`src/rtl/ysyx_22050550_pcgen_btb.sv`:
```
// ysyx_22050550_pcgen_btb
// Fetch-PC generator with a direct-mapped branch target buffer and 2-bit
// saturating direction counters. The next PC is chosen in this order:
// trap, then resolve-stage redirect, then prediction (when ready), else hold.
// The BTB and prediction exist only when YSYX_22050550_BTB_EN is defined.
// Without it, fetch falls through to pc+4 and the upd_* inputs are ignored.
module ysyx_22050550_pcgen_btb #(
    parameter int unsigned       XLEN      = 64,
    parameter logic [XLEN-1:0]   RESET_PC  = XLEN'(64'h8000_0000),
    parameter int unsigned       BTB_DEPTH = 8
) (
    input  logic            clock,
    input  logic            reset,
    input  logic            ready,
    input  logic            trap_valid,
    input  logic [XLEN-1:0] trap_pc,
    input  logic            redirect_valid,
    input  logic [XLEN-1:0] redirect_pc,
    input  logic            upd_valid,
    input  logic [XLEN-1:0] upd_pc,
    input  logic [1:0]      upd_kind,
    input  logic            upd_taken,
    input  logic [XLEN-1:0] upd_target,
    output logic [XLEN-1:0] pc,
    output logic [XLEN-1:0] next_pc,
    output logic            pred_taken,
    output logic [XLEN-1:0] pred_target
);

    localparam logic [XLEN-1:0] PC_STEP = XLEN'(4);

    // Pick the PC for the next edge; reset forces RESET_PC combinationally
    always_comb begin
        if (!reset) begin
            next_pc = RESET_PC;
        end else if (trap_valid) begin
            next_pc = trap_pc;
        end else if (redirect_valid) begin
            next_pc = redirect_pc;
        end else if (ready) begin
            next_pc = pred_target;
        end else begin
            next_pc = pc;
        end
    end

    // Fetch PC register
    always_ff @(posedge clock or negedge reset) begin
        if (!reset) begin
            pc <= RESET_PC;
        end else begin
            pc <= next_pc;
        end
    end

`ifdef YSYX_22050550_BTB_EN
    localparam int unsigned IDXW = $clog2(BTB_DEPTH);
    localparam int unsigned TAGW = XLEN - IDXW - 2;

    typedef enum logic [1:0] {
        KIND_BR   = 2'd0,
        KIND_JAL  = 2'd1,
        KIND_JALR = 2'd2,
        KIND_RSVD = 2'd3
    } upd_kind_e;

    logic [BTB_DEPTH-1:0] btb_valid;
    logic [BTB_DEPTH-1:0] btb_uncond;
    logic [TAGW-1:0]      btb_tag    [BTB_DEPTH];
    logic [XLEN-1:0]      btb_target [BTB_DEPTH];
    logic [1:0]           btb_ctr    [BTB_DEPTH];

    logic [IDXW-1:0] lk_idx;
    logic [TAGW-1:0] lk_tag;
    logic            lk_hit;
    logic [IDXW-1:0] up_idx;
    logic [TAGW-1:0] up_tag;
    logic            up_hit;
    logic            unused_upd_lsb;

    assign lk_idx = pc[IDXW+1:2];
    assign lk_tag = pc[XLEN-1:IDXW+2];
    assign lk_hit = btb_valid[lk_idx] && (btb_tag[lk_idx] == lk_tag);

    assign up_idx = upd_pc[IDXW+1:2];
    assign up_tag = upd_pc[XLEN-1:IDXW+2];
    assign up_hit = btb_valid[up_idx] && (btb_tag[up_idx] == up_tag);

    // Instruction alignment bits never select an entry
    assign unused_upd_lsb = ^upd_pc[1:0];

    // Lookup reads the array before this cycle's update is written
    always_comb begin
        pred_taken  = lk_hit && (btb_uncond[lk_idx] || btb_ctr[lk_idx][1]);
        pred_target = pred_taken ? btb_target[lk_idx] : pc + PC_STEP;
    end

    // Train the BTB from resolved control flow; reset drops any pending update
    always_ff @(posedge clock or negedge reset) begin
        if (!reset) begin
            btb_valid  <= '0;
            btb_uncond <= '0;
            btb_tag    <= '{default: '0};
            btb_target <= '{default: '0};
            btb_ctr    <= '{default: '0};
        end else if (upd_valid) begin
            case (upd_kind_e'(upd_kind))
                KIND_JAL: begin
                    btb_valid[up_idx]  <= 1'b1;
                    btb_uncond[up_idx] <= 1'b1;
                    btb_tag[up_idx]    <= up_tag;
                    btb_target[up_idx] <= upd_target;
                    btb_ctr[up_idx]    <= 2'b11;
                end
                KIND_BR: begin
                    if (upd_taken && up_hit) begin
                        btb_target[up_idx] <= upd_target;
                        if (btb_ctr[up_idx] != 2'b11) begin
                            btb_ctr[up_idx] <= btb_ctr[up_idx] + 2'd1;
                        end
                    end else if (upd_taken) begin
                        btb_valid[up_idx]  <= 1'b1;
                        btb_uncond[up_idx] <= 1'b0;
                        btb_tag[up_idx]    <= up_tag;
                        btb_target[up_idx] <= upd_target;
                        btb_ctr[up_idx]    <= 2'b10;
                    end else if (up_hit && (btb_ctr[up_idx] != 2'b00)) begin
                        btb_ctr[up_idx] <= btb_ctr[up_idx] - 2'd1;
                    end
                end
                default: begin
                end
            endcase
        end
    end
`else
    logic unused_upd;

    assign unused_upd = ^{upd_valid, upd_pc, upd_kind, upd_taken, upd_target};

    // No predictor: always fall through to the sequential PC
    always_comb begin
        pred_taken  = 1'b0;
        pred_target = pc + PC_STEP;
    end
`endif

endmodule

```
`config.mk`:
```
export PLATFORM = sky130hd
export DESIGN_NAME = ysyx_22050550_pcgen_btb
export DESIGN_NICKNAME = d
export VERILOG_FILES = /design/src/rtl/ysyx_22050550_pcgen_btb.sv
export SDC_FILE = /design/constraint.sdc
export NUM_CORES = 1
export LEC_CHECK = 0
export ABC_AREA = 1
export BUFFER_PORTS_ARGS = -buffer_cell sky130_fd_sc_hd__buf_2
export CAP_MARGIN = 20
export CORE_AREA = 2 2 179 181
export DETAILED_ROUTE_END_ITERATION = 16
export DIE_AREA = 0 0 181 183
export PLACE_DENSITY = 0.41
export REMOVE_ABC_BUFFERS = 1
export SYNTH_ARGS = -nofsm -noshare
export SYNTH_HDL_FRONTEND = slang
export SYNTH_SLANG_ARGS = --single-unit
export TNS_END_PERCENT = 20
```
`constraint.sdc`:
```
create_clock -name clock -period 4 [get_ports clock]
set_input_delay 0.6 -clock clock [delete_from_list [all_inputs] [get_ports clock]]
set_output_delay 0.6 -clock clock [all_outputs]
set_load 0.01 [all_outputs]
```
==> out/qor.yml, run 1 <==
sta:
  drv_slew: 0
  fin_ws_ns: 0.7809
  fin_crit_ns: 3.219
  tightest_slew_ns: 0.7606
  finalCritPeriodShare_pct: 80.48
  timing.slew.headroom_pct: 49.29
  finalHoldViolations: 0
  rsz0062_at_grt: "false"
  hold_slack_ns: 0.1772
  finClkSkew_ns: 0.01792
  setup_viol: 0
  finalSetupTns_ns: 0
  clock.fmax_ghz: 0.3106
setup_path:
  path_max_fanout: 8
  path_class: "reg2out"
  cp_data_required_time_ns: 3.40
  cp_data_arrival_time_ns: 2.62
  end_kind: "primary output"
  cp-start-kind: "flip-flop"
cts:
  postCtsSetupBuffers: 0
  clk_latency_ns: 0.35
  clock-sinks: 64
  h-tree-depth: 3
  clockBufferDepth: 2
  cts_root_buffer: "clkbuf_16"
  cts.repair.resized: 0
  hold_buffers: 0
  clk_pin_slew_ns: 0.06
  cts_tree: "built"
  cts_made_buffers: 9
final_layout:
  utilization_pct: 26.37
  largest-register: "pc"
  seqCellArea_um2: 1603
  areaGrowthSynthToFinish_pct: 39.74
  fill_cells: 3661
  final_layout_size_suffix_gt1_share_pct: 29.07
  nets: 1575
  fin_area_um2: 8237
  n_antenna_cell: 0
  multi_input_area_um2: 3726
  largest_registers: "pc (64)"
  largest_reg_flops: 64
floorplan:
  die-area_um2: 33120
  die_h_um: 183
  fp.dieW_um: 181
  start_util_pct: 18.87
  rows: 65
  io-pin-count: 458
  core_region_area_um2: 31230
placed_design:
  portBuffers: 324
  gp_congestion: 0.8315
  post-dp-hpwl_mm: 24.75
  dp_slack_ns: 1.102
  dpl_cell_area_um2: 7920
route:
  drc: 0
  vias: 7607
  first_pass_iters: 7
  wl_per_cell_um: 17.95
  drt-vias-per-instance: 4.433
  drt_iter0_drc: 358
  routed_wirelength_mm: 30.80
  drtAntennaViolNets: 0
grt:
  globalRouteTotalUtil_pct: 18.30
  antenna_found_initial: 1
  grt-ovfl-total: 0
  grt_pass1_vias: 7524
  grt_max_degree: 60
  grt_pass1_wl_mm: 45.26
pwr:
  peakVddDrop_v: 0.0001873
  power.leakage_nw: 4.313
  p_per_area_nw_per_um2: 283.1
synth:
  yosysTopAreaCellShare_pct: 26.75
  synth_area_leaders: "dfrtp_1 27%, nand2_1 19%, a21oi_1 12%, nor2_1 9.2%, o21ai_0 6.6%"
  yosys.area.top_type: "dfrtp_1"
  yosys_warnings: 0
  synth_cell_type_count: 29
  yosysSeqAreaShare_pct: 27.19
  syn_area_per_cell_um2: 5.819
  synth_cells: 1013
  syn_area_um2: 5894
  ys_ff_latch: 64
min_path:
  hold_class: "in2async"
job:
  maxCapViolations: 0
status:
  status: "finished clean"
-- logic make-up after synthesis --
logic type / count (synthesis) / synth area share [%]
compound gates: 247 / 21.67
xor+xnor: 28 / 4.160
fa+ha+maj: 1 / 0.2122
buf+inv: 146 / 9.594
flops: 64 / 27.19
other cells: 1 / 0.06362
simple gates: 526 / 37.10
-- cells in the final DEF, fill, tap and decap left out, types with 2 or more instances in the layout --
master and n:
nor2_1 145, dfrtp_1 63, nand3_1 57, nand2_2 9, or2_2 2, nand4_1 7
nor2_2 6, nor2_8 2, o211ai_1 10, o21ai_0 78, nand2_1 291, buf_4 14
inv_2 2, clkinv_2 2, clkbuf_16 9, a21oi_2 4, xnor2_1 5, clkbuf_1 2
bufinv_16 2, o21ai_1 9, nor2_4 3, buf_2 321, nand2_4 3, inv_1 92
a21oi_1 145, xor2_1 23
-- final cells by class --
class	instances	share of cell area, %
multi-input cells	803	45.24
flip-flops and latches	64	19.46
clock buffers	12	2.993
inverters	95	4.329
repair buffers	336	21.02
clock inverters	4	0.8507
well taps	402	6.107
-- synth_stat cells --
cell	n
nor2_1	145
conb_1	1
nor2_4	3
ha_1	1
nand3_1	57
buf_4	3
xor2_1	23
nor2_2	6
buf_2	5
inv_1	93
or2_2	2
a21oi_2	4
dfstp_2	1
o22ai_1	1
nand4_1	7
xnor2_1	5
clkinv_1	2
nand2_4	3
nor2_8	2
clkbuf_1	40
o211ai_1	10
nand2_2	9
buf_1	3
o21ai_0	78
o21ai_1	9
nand2_1	291
a21oi_1	145
dfrtp_1	63
nand3b_1	1
-- critical path, stage by stage (launching register included) --
cell     delay, ns
dfrtp_1       0.47
ha_1          0.25
nand2_1       0.08
nor2_1        0.16
nand2_2       0.17
nor2_8        0.27
nand4_1       0.12
nand2_1       0.10
o21ai_0       0.12
a21oi_1       0.32
buf_2         0.20
-- routing by layer --
layer | part of all wire (%) | wire length, um | track usage (%)
met5 | 0.042 | 13 | 0
met4 | 1.8 | 569 | 4.683
met3 | 6.2 | 1919 | 4.587
met2 | 46 | 14240 | 30.89
met1 | 46 | 14060 | 23.36
-- per-stage QoR --
stage          total power, mW  instances
2_1_floorplan            1.068        962
3_3_place_gp             1.467       1700
3_5_place_dp             1.465       1700
4_1_cts                  2.380       1716
5_1_grt                  2.474       1716
6_report                 2.331       1716
-- final timing paths --
path | from | end | slack (ns) | cells past startpoint
max | pc[2] | next_pc[38] | 0.78 | 10
min in group clock | trap_pc[1] | pc[1] | 0.49 | 3
min | reset | pc[29] | 0.18 | 1
max in group asynchronous | reset | pc[22] | 3.15 | 2
min reg2reg | pc[0] | pc[0] | 0.65 | 4
max reg2reg | pc[2] | pc[38] | 1.77 | 10
-- report_power, final --
group / internal (mW) / leakage (nW) / switching [mW]
combinational: 0.251 / 3.34 / 0.406
sequential: 0.695 / 0.818 / 0.0925
clock: 0.562 / 0.157 / 0.325
total: 1.51 / 4.31 / 0.824
Note: power is estimated with default switching activity, not from simulation.
==> run 2, diff against run 1 <==
ABC_AREA = 0   (was 1)
clock period = 2.6 ns   (was 4 ns; I/O delays follow)
==> run 2 against run 1 <==
Effect of this change: the flow now finishes with violations (setup timing); non-clock buffer count is 244 higher; critical path type unchanged; worst hold slack worse by 0.073 ns; critical endpoint is now next_pc[61]; sequential power is 43% higher; first-iteration DRC count is 17% higher.
==> out/qor.yml, run 2 <==
sta:
  clock.fmax_ghz: 0.3034
  drv_slew: 0  # unchanged
  timing.slew.headroom_pct: 63.01  # +14 points
  setup_viol: 93  # +93
  fin_ws_ns: -0.6965  # -1.477 ns
  hold_slack_ns: 0.1046  # -0.07255 ns
  finClkSkew_ns: 0.01083  # -0.007083 ns
  finalSetupTns_ns: -27.83  # -27.83 ns
  finalHoldViolations: 0  # unchanged
  finalCritPeriodShare_pct: 126.8
  fin_crit_ns: 3.296
  rsz0062_at_grt: "true"
  tightest_slew_ns: 0.5549  # -0.2058 ns
synth:
  ys_ff_latch: 64  # unchanged
  syn_area_per_cell_um2: 7.882  # +35%
  syn_area_um2: 5320  # -9.7%
  synth-xor-area-share_pct: 18.44  # +14 points
  synth_top_family_by_area: "simple AND/OR/NAND/NOR gates"
  yosys.area_share.simple_pct: 28.57  # -8.5 points
  synth_compound_area_share_pct: 16.18  # -5.5 points
  synthMostInstantiatedCell: "dfrtp_1"
  yosysSeqAreaShare_pct: 30.13  # +2.9 points
  yosys.area.top_type: "dfrtp_1"
  yosysTopAreaCellShare_pct: 29.63  # +2.9 points
  synth_cells: 675  # -33%
  synth_flop_cell: "dfrtp_1"
  async_reset_ff_share_pct: 100.0  # unchanged
  synth.mux.area_fraction_pct: 0.9643  # +0.96 points
  synth_common_cells: "63 x dfrtp_1, 62 x xnor2_1, 60 x nand2_1"
  synthAdderAreaFrac_pct: 0.2352  # +0.023 points
  synth_area_leaders: "dfrtp_1 30%, xnor2_1 10%, xor2_1 8.2%, nand3_1 4.4%, nand2_1 4.2%"
  synth_edf_count: 0  # unchanged
  synth_cell_type_count: 51  # +76%
  yosys_warnings: 0  # unchanged
pwr:
  p_int_mw: 2.529  # +68%
  p_clk_share_pct: 36.6  # -1.4 points
  power.leakage_nw: 5.209  # +21%
  netSwitchingPower_mw: 1.253  # +52%
  seq_power_share_pct: 29.8  # -4.0 points
  peakVddDrop_v: 0.0002549  # +36%
  p_per_area_nw_per_um2: 359.0  # +27%
  comb_power_share_pct: 33.5  # +5.3 points
  swShare_pct: 33.13  # -2.2 points
final_layout:
  layout_commonest_cell: "buf_2"
  fin_cells: 1613  # -6.0%
  final_cell_mix: "318 x buf_2, 213 x buf_4, 62 x dfrtp_1, 54 x nand2_1, 50 x xnor2_1"
  n_antenna_cell: 0  # unchanged
  nets: 1473  # -6.5%
  largest-register: "pc"
  fill_cells: 3420  # -6.6%
  final_layout_size_suffix_gt1_share_pct: 60.45  # +31 points
  largest_reg_flops: 64  # unchanged
  largest_registers: "pc (64)"
  areaGrowthSynthToFinish_pct: 98.02
placed_design:
  gp_congestion: 0.8397  # +0.99%
  dp_cells: 1555  # -8.5%
  portBuffers: 324  # unchanged
  post-dp-hpwl_mm: 26.94  # +8.8%
floorplan:
  io-pin-count: 458  # unchanged
  core_region_area_um2: 31230  # unchanged
  die-area_um2: 33120  # unchanged
  rows: 65  # unchanged
  start_util_pct: 17.04  # -1.8 points
  fp.dieW_um: 181  # unchanged
  die_h_um: 183  # unchanged
grt:
  grt_max_degree: 41  # -32%
  grt-ovfl-total: 0  # unchanged
  antenna_found_initial: 1  # unchanged
  grt_pass1_wl_mm: 49.12  # +8.5%
  grt_pass1_vias: 7595  # +0.94%
  globalRouteTotalUtil_pct: 19.97  # +1.7 points
route:
  wl_per_cell_um: 21.04  # +17%
  routed_wirelength_mm: 33.94  # +10%
  drtAntennaViolNets: 0  # unchanged
  drc: 0  # unchanged
  first_pass_iters: 5  # -2
  vias: 7443  # -2.2%
  drt_iter0_drc: 418  # +17%
  drt-vias-per-instance: 4.614  # +4.1%
min_path:
  hold_class: "in2async"
setup_path:
  cp_data_required_time_ns: 2.21  # -1.19 ns
  path_class: "reg2out"
  startpoint: "pc[31]"
  cp-start-kind: "flip-flop"
  r2r_setup_slack_ns: -0.38  # -2.15 ns
  crit_end: "next_pc[61]"
  regToRegStartpoint: "pc[31]"
  ff2ff_path_depth: 16  # +6
  cp_data_arrival_time_ns: 2.91  # +0.29 ns
  end_kind: "primary output"
  r2r-end: "pc[43]"
  path_max_fanout: 3  # -5
cts:
  h-tree-depth: 3  # unchanged
  cts_tree: "built"
  clk_latency_ns: 0.34  # about the same
  clockBufferDepth: 2  # unchanged
  clock-sinks: 64  # unchanged
  cts_made_buffers: 9  # unchanged
  clk_pin_slew_ns: 0.06  # about the same
  cts_root_buffer: "clkbuf_16"
status:
  violations: "setup timing"
  status: "finished, violations left"
job:
  maxCapViolations: 0  # unchanged
## run 2: cell count changes after synthesis, moves of 23 or more
cell,previous run,this run
xor2_1,23,50
a21oi_1,145,32
nand4_1,7,30
inv_1,93,9
nor2_1,145,54
nor3_1,0,31
nand2_1,291,60
o21ai_0,78,21
xnor2_1,5,62
## run 2: final cells by class
type / instances / area (um^2) / share of cell area (%)
Multi-Input combinational cell: 542 / 4277 / 40.59
Timing Repair Buffer: 580 / 3792 / 36.00
Sequential cell: 64 / 1604 / 15.23
Tap cell: 402 / 503.0 / 4.774
Clock buffer: 12 / 256.5 / 2.435
Clock inverter: 3 / 65.06 / 0.6176
Inverter: 10 / 37.54 / 0.3563
## run 2: metrics by stage
step	area (um^2)	total power, mW	setup WS [ns]	utilization [%]
after floorplan	5070	1.560	-0.4671	-
after global placement	8842	2.307	-0.4979	28.31
after detailed placement	8842	2.305	-0.5057	28.31
after CTS	9997	3.806	-0.7263	32.01
after global routing	10540	3.968	-0.7672	33.73
final	10540	3.782	-0.6965	33.73
## run 2: repair_timing
action / 4_1_cts / 5_1_grt
resized for setup: 144 / 83
hold endpoints to repair: 3 / 0
buffers inserted: 27 / 18
hold buffers: 1 / 0
pin swaps: 44 / 30
endpoints found under the setup margin: 108 / 112
## run 2: how the worst min path moves through the flow
stage,startpoint,to,slack (ns),depth (start not counted)
after global routing,reset,pc[34],0.12,2
after CTS,reset,pc[37],0.12,2
after detailed placement,reset,pc[26],0.24,1
final,reset,pc[37],0.10,2
after global placement,reset,pc[26],0.24,1
after floorplan,reset,pc[0],0.09,0
## run 2: cells by family after synthesis
| group | after synthesis |
|---|---|
| AND/OR/NAND/NOR | 293 |
| AO/OA/AOI/OAI | 130 |
| XOR/XNOR | 112 |
| buffers and inverters | 69 |
| flip-flops | 64 |
| multiplexers | 5 |
| adder cells (fa/ha/maj) | 1 |
| other | 1 |
## run 2: power by group through the flow
stage                     Sequential [mW]  Clock [mW]  Combinational (mW)
after global routing                 1.14        1.47                1.36
final                                1.13        1.39                1.27
after floorplan                      1.22           0               0.336
after global placement               1.14           0                1.16
after detailed placement             1.14           0                1.16
after CTS                            1.13        1.43                1.25
## run 2: worst max-delay path: stages, from the launching register on
cell and delay (ns):
dfstp_2 0.56, nand2_4 0.05, or4_4 0.51, or4_4 0.47, or4b_4 0.51, xor2_1 0.16
o22ai_1 0.14, buf_2 0.17
## run 2: metal layers
metal  part of all wire, %  vias to the layer above  track usage, %
li1                      -                     3518               -
met1                    44                     3617           25.61
met2                    49                      277           35.02
met3                   5.8                       31           3.614
met4                   1.8                        0           4.293
met5                     0                        -               0
